==> src/rtl/uart_tx_fifo_pkg.sv <==
// Shared UART TX definitions: FSM state encoding and the default inter-byte gap.
package uart_tx_fifo_pkg;

  localparam int GAP_CYCLES_DEFAULT = 2;

  localparam logic [1:0] ST_IDLE   = 2'd0;
  localparam logic [1:0] ST_STROBE = 2'd1;
  localparam logic [1:0] ST_GAP    = 2'd2;

endpackage

==> src/rtl/uart_byte_fifo.sv <==
// Circular byte FIFO with a separately tracked level and registered full/empty flags.
module uart_byte_fifo #(
  parameter int DEPTH_LOG2 = 4
) (
  input  logic                  clk,
  input  logic                  rst_n,
  input  logic                  push,
  input  logic [7:0]            din,
  input  logic                  pop,
  input  logic                  flush,
  output logic [7:0]            dout,
  output logic                  full,
  output logic                  empty,
  output logic [DEPTH_LOG2:0]   level
);

  localparam int DEPTH = 1 << DEPTH_LOG2;
  localparam logic [DEPTH_LOG2:0] LVL_FULL = (DEPTH_LOG2 + 1)'(DEPTH);

  logic [7:0]            mem [DEPTH];
  logic [DEPTH_LOG2-1:0] wr_ptr;
  logic [DEPTH_LOG2-1:0] rd_ptr;
  logic                  do_push;
  logic                  do_pop;
  logic [DEPTH_LOG2:0]   level_nxt;

  // flush wins over everything; a push while full never touches memory
  assign do_push = push & ~full & ~flush;
  assign do_pop  = pop & ~empty & ~flush;
  assign dout    = mem[rd_ptr];

  always_comb begin
    level_nxt = level;
    if (do_push && !do_pop)
      level_nxt = level + 1'b1;
    else if (do_pop && !do_push)
      level_nxt = level - 1'b1;
  end

  always_ff @(posedge clk or negedge rst_n) begin
    if (!rst_n) begin
      wr_ptr <= '0;
      rd_ptr <= '0;
      level  <= '0;
      empty  <= 1'b1;
      full   <= 1'b0;
    end else if (flush) begin
      wr_ptr <= '0;
      rd_ptr <= '0;
      level  <= '0;
      empty  <= 1'b1;
      full   <= 1'b0;
    end else begin
      if (do_push) wr_ptr <= wr_ptr + 1'b1;
      if (do_pop)  rd_ptr <= rd_ptr + 1'b1;
      level <= level_nxt;
      empty <= (level_nxt == '0);
      full  <= (level_nxt == LVL_FULL);
    end
  end

  always_ff @(posedge clk) begin
    if (do_push) mem[wr_ptr] <= din;
  end

endmodule

==> src/rtl/uart_tx_fifo.sv <==
// UART transmit front end: byte FIFO feeding a strobe/gap handshake to a serializer.
//   state  | meaning
//   IDLE   | waiting for a queued byte
//   STROBE | tx_wstrb high, tx_din held until tx_ready
//   GAP    | tx_wstrb low, counting down the inter-byte gap
module uart_tx_fifo
  import uart_tx_fifo_pkg::*;
#(
  parameter int DEPTH_LOG2 = 4,
  parameter int GAP_CYCLES = GAP_CYCLES_DEFAULT
) (
  input  logic                clk,
  input  logic                rst_n,
  input  logic                wr_en,
  input  logic [7:0]          wr_data,
  input  logic                flush,
  input  logic                ovf_clr,
  output logic                full,
  output logic                empty,
  output logic [DEPTH_LOG2:0] level,
  output logic                overflow,
  output logic                busy,
  output logic                tx_wstrb,
  output logic [7:0]          tx_din,
  input  logic                tx_ready
);

  localparam logic [3:0] GAP_LOAD = 4'(GAP_CYCLES - 1);

  logic [1:0] state;
  logic [3:0] gap_cnt;
  logic [7:0] fifo_dout;
  logic       fifo_pop;
  logic       drop;

  assign drop     = wr_en & full & ~flush;
  assign fifo_pop = (state == ST_IDLE) & ~empty & ~flush;
  assign busy     = (state != ST_IDLE);

  uart_byte_fifo #(.DEPTH_LOG2(DEPTH_LOG2)) u_fifo (
    .clk   (clk),
    .rst_n (rst_n),
    .push  (wr_en),
    .din   (wr_data),
    .pop   (fifo_pop),
    .flush (flush),
    .dout  (fifo_dout),
    .full  (full),
    .empty (empty),
    .level (level)
  );

  // a drop in the same cycle as ovf_clr must leave the flag set
  always_ff @(posedge clk or negedge rst_n) begin
    if (!rst_n)
      overflow <= 1'b0;
    else if (drop)
      overflow <= 1'b1;
    else if (ovf_clr)
      overflow <= 1'b0;
  end

  always_ff @(posedge clk or negedge rst_n) begin
    if (!rst_n) begin
      state    <= ST_IDLE;
      tx_wstrb <= 1'b0;
      tx_din   <= 8'h00;
      gap_cnt  <= 4'd0;
    end else begin
      case (state)
        ST_IDLE: begin
          if (fifo_pop) begin
            tx_din   <= fifo_dout;
            tx_wstrb <= 1'b1;
            state    <= ST_STROBE;
          end
        end
        ST_STROBE: begin
          if (tx_ready) begin
            tx_wstrb <= 1'b0;
            gap_cnt  <= GAP_LOAD;
            state    <= ST_GAP;
          end
        end
        ST_GAP: begin
          if (gap_cnt == 4'd0)
            state <= ST_IDLE;
          else
            gap_cnt <= gap_cnt - 1'b1;
        end
        default: begin
          tx_wstrb <= 1'b0;
          state    <= ST_IDLE;
        end
      endcase
    end
  end

endmodule

==> config.mk <==
export PLATFORM = sky130hd
export DESIGN_NAME = uart_tx_fifo
export DESIGN_NICKNAME = d
export VERILOG_FILES = /design/src/rtl/uart_tx_fifo_pkg.sv /design/src/rtl/uart_byte_fifo.sv /design/src/rtl/uart_tx_fifo.sv
export SDC_FILE = /design/constraint.sdc
export NUM_CORES = 1
export LEC_CHECK = 0
export CORE_UTILIZATION = 45
export CTS_CLUSTER_DIAMETER = 100
export DETAILED_ROUTE_END_ITERATION = 8
export HOLD_SLACK_MARGIN = 0.15
export SYNTH_ARGS = -nofsm -noshare
export SYNTH_HDL_FRONTEND = slang
export SYNTH_SLANG_ARGS = --single-unit
==> constraint.sdc <==
create_clock -name clk -period 2.9 [get_ports clk]
set_clock_uncertainty 0.1 [all_clocks]
set_input_delay 0.58 -clock clk [delete_from_list [all_inputs] [get_ports clk]]
set_output_delay 0.58 -clock clk [all_outputs]
set_load 0.01 [all_outputs]
==> metrics.log <==
[metrics] core outline area: ~14000 um^2
[metrics] die outline height: 123 um
[metrics] reg-to-reg slack, setup: approximately 0.58 ns
[metrics] Achievable Freq: 430 MHz
[metrics] unrepaired setup endpoints after global routing: no
[metrics] Power per Cell Area: approximately 810 nW/um^2
[metrics] CTS sink count: 159
[metrics] total congestion overflow after global routing: 0
[metrics] total die area: 15200 um^2
[metrics] number of violations reported at the end of detailed-routing iteration 0: 214
[metrics] number of standard-cell rows in the floorplan: 43
[metrics] Worst setup SP type: flop
[metrics] Total Negative Setup Slacks: 0 ns
[metrics] run status: completed
[metrics] number of hold violations in the final report: 0
[metrics] die width: about 120 um
[metrics] antenna violations before repair: 0
[metrics] CTS H-tree depth: 4
[metrics] Placement Setup Slack: between 0.2 and 0.25 ns
[metrics] worst hold start: overflow
[metrics] TritonCTS Buffers: 17
[metrics] drt wl/cell: 21.5 um
[metrics] Antenna Cells: 0
[metrics] Max Root-Sink Buffers: 2
[metrics] area added between synthesis and finish: 18.7%
[metrics] number of endpoints failing setup at the final stage: 0
[metrics] largest net degree at the start of global routing: 36
[metrics] type of the worst setup path: flop to output port
[metrics] buffers added on ports: 31
[metrics] number of top-level pins: 32
[metrics] average cell area after synthesis: 19.2 um^2
[metrics] global-route usage over all layers: 0.187
[metrics] placed insts: 562
[metrics] capturing point of the worst reg2reg path: tx_din[5]
[metrics] peak per-stage delay on the critical path: 0.48 ns
[metrics] fraction of synthesized cell area taken by the top area cell type: 0.582
[metrics] data arrival at the endpoint of the critical path: 1.65 ns
[metrics] Pleak: 2.76 nW
[metrics] gpl congestion: between 0.7 and 0.8
[metrics] biggest area contributors in the synthesized netlist: sky130_fd_sc_hd__edfxtp_1 58%, sky130_fd_sc_hd__mux4_1 12%, sky130_fd_sc_hd__dfrtp_1 11%, sky130_fd_sc_hd__mux4_2 3.4%, sky130_fd_sc_hd__mux2_4 1.8%
[metrics] Fill cells: approximately 1.1k
[metrics] setup repair bufs after CTS: 0
[metrics] HP Class: flop to flop
[metrics] Cell Area, Placed: 7310 um^2
[metrics] most frequent cells after synthesis: 128 x sky130_fd_sc_hd__edfxtp_1, 30 x sky130_fd_sc_hd__dfrtp_1, 30 x sky130_fd_sc_hd__mux4_1
[metrics] detailed-router iteration count before antenna repair: 4
[metrics] Yosys reg bits: 159
[metrics] fraction of final layout cells with drive strength greater than 1: 0.184
[metrics] hold endpoint: overflow
[metrics] detailed placer's ending HPWL: about 8600 um
[metrics] proportion of synthesized chip area in sequential cells: 0.699
[metrics] via count: 3265
[metrics] Syn Nets: 366
[metrics] number of buffers inserted for hold repair after clock tree synthesis: 0
[metrics] largest fanout on the critical path: 7
[metrics] number of standard cells in the final layout excluding fillers: 594
[metrics] Critical Path Sink Type: output port
[metrics] leading register cell type out of synthesis: sky130_fd_sc_hd__edfxtp_1
[metrics] Max Cap Violations: 0
[metrics] final worst slack: around 0.57 ns
[metrics] root buf cell: sky130_fd_sc_hd__clkbuf_16
[metrics] DRC viols: 0
[metrics] via count of the first global-routing pass: about 3.3k
[metrics] CP Cell Sequence: or2_2, clkdlybuf4s50_1
[metrics] clock tree from TritonCTS: built
[metrics] highest ir drop seen on vdd: 0.469 mV
[metrics] number of nets still failing antenna checks after routing: 0
[metrics] count of flip-flops with a built-in enable after synthesis: ~130
[metrics] drt via density: roughly 5.5
[metrics] Worst path slowest cell: sky130_fd_sc_hd__clkdlybuf4s50_1
[metrics] hold-critical path depth: 1
[metrics] effective utilization at floorplan: 0.469
[metrics] number of unique standard cell types used by synthesis: 40
[metrics] fin crit period: 2.33 ns
[metrics] warning count from the yosys run: 0
[metrics] Reg-to-Reg Start: u_fifo.rd_ptr[0]
[metrics] final WL: 12800 um
[metrics] worst slew margin relative to its limit: 0.566
[metrics] period utilisation layout: 0.802
[metrics] post-synth top area cell: sky130_fd_sc_hd__edfxtp_1
[metrics] Finished Cell Area: approximately 7800 um^2
[metrics] final-report max-slew violation count: 0
[metrics] Gate Count Post-Synth: 344
[metrics] area of the mapped netlist: 6610 um^2
[metrics] clock transition at the registers of the reported paths: around 0.07 ns
[metrics] WP data required: 2.22 ns
[metrics] count leader, synth: sky130_fd_sc_hd__edfxtp_1
[metrics] worst skew pair latency: 0.42 ns
[metrics] cts repair resizes: 0
[metrics] Least-Margin Pin Slew: 0.651 ns
[metrics] count of nets after finishing: between 400 and 500
[metrics] wire length of the first global-routing pass: 19500 um
[metrics] cell count of the worst reg-to-reg path: 4
[metrics] fraction of registers with async set/reset: 0.195
==> report_power, final <==
group / switching (mW) / internal, mW
combinational: 0.687 / 0.855
sequential: 0.131 / 2.64
clock: 0.911 / 1.10
total: 1.73 / 4.60
==> final cells by class <==
cell class	count	area, um^2	share of cell area
Multi-Input combinational cell	162	1870	0.238
Timing Repair Buffer	53	563	0.0718
Clock buffer	17	425	0.0542
Sequential cell	159	4620	0.589
Inverter	8	30.0	0.00383
Clock inverter	15	111	0.0142
Tap cell	180	225	0.0287
==> state kept, by name, indices dropped and copies added (netlist names) <==
register and cells:
u_fifo.mem 128, tx_din 8, u_fifo.level 5, gap_cnt 4, u_fifo.rd_ptr 4, u_fifo.wr_ptr 4, state 2, overflow 1
tx_wstrb 1, u_fifo.empty 1, u_fifo.full 1
==> routing by layer <==
| metal | share of wire | vias to the layer above | track usage |
|---|---|---|---|
| li1 | - | 1496 | - |
| met1 | 0.48 | 1685 | 0.261 |
| met2 | 0.47 | 70 | 0.285 |
| met3 | 0.034 | 14 | 0.0424 |
| met4 | 0.019 | 0 | 0.0745 |
| met5 | 0 | - | 0 |
==> how the worst max path moves through the flow <==
stage / startpoint / endpoint / slack [ns] / cells after the start
2_1_floorplan: u_fifo.rd_ptr[1] / tx_din[6] / 0.80 / 5
3_3_place_gp: wr_en / u_fifo.empty / 0.22 / 6
3_5_place_dp: wr_en / u_fifo.mem[7][0] / 0.22 / 6
4_1_cts: state[0] / busy / 0.54 / 2
5_1_grt: state[0] / u_fifo.empty / 0.41 / 5
6_report: state[0] / busy / 0.57 / 2
==> cell usage in the layout (no fill, tap or decap), types with 6 or more instances in the layout <==
cell type	synthesis	routed
sky130_fd_sc_hd__clkbuf_16	0	17
sky130_fd_sc_hd__xor2_1	7	7
sky130_fd_sc_hd__nor2_1	17	17
sky130_fd_sc_hd__xnor2_1	6	6
sky130_fd_sc_hd__mux4_2	10	10
sky130_fd_sc_hd__buf_4	0	15
sky130_fd_sc_hd__nand2_1	12	12
sky130_fd_sc_hd__nor3_1	6	6
sky130_fd_sc_hd__mux4_1	30	30
sky130_fd_sc_hd__ha_1	8	8
sky130_fd_sc_hd__edfxtp_1	128	128
sky130_fd_sc_hd__buf_12	0	7
sky130_fd_sc_hd__dfrtp_1	30	30
sky130_fd_sc_hd__inv_1	8	8
sky130_fd_sc_hd__clkdlybuf4s50_1	0	31
sky130_fd_sc_hd__mux2_4	8	8
sky130_fd_sc_hd__and2_1	17	17
sky130_fd_sc_hd__a21oi_1	7	7
==> worst max-delay path: cells and delay by family (launching register included) <==
family | cells | cell delay [ns]
buffers and inverters | 1 | 0.48
flip-flops | 1 | 0.44
AND/OR/NAND/NOR | 1 | 0.31
==> cells by family after synthesis <==
| family | synth area share |
|---|---|
| and+or+nand+nor | 0.0574 |
| muxes | 0.172 |
| DFF | 0.699 |
| adders and majority gates | 0.0151 |
| buffers and inverters | 0.0184 |
| xor gates and xnor gates | 0.0172 |
| AOI/OAI and AO/OA | 0.0212 |
==> stage by stage <==
step	util	power [mW]	hold slack, ns
finish	0.556	6.33	0.393
global route	0.556	6.63	0.427
CTS	0.556	6.39	0.400
detailed placement	0.518	4.37	0.384
global placement	0.518	4.36	0.359
floorplan	-	3.84	0.184
Power figures use the tool's default switching activity.
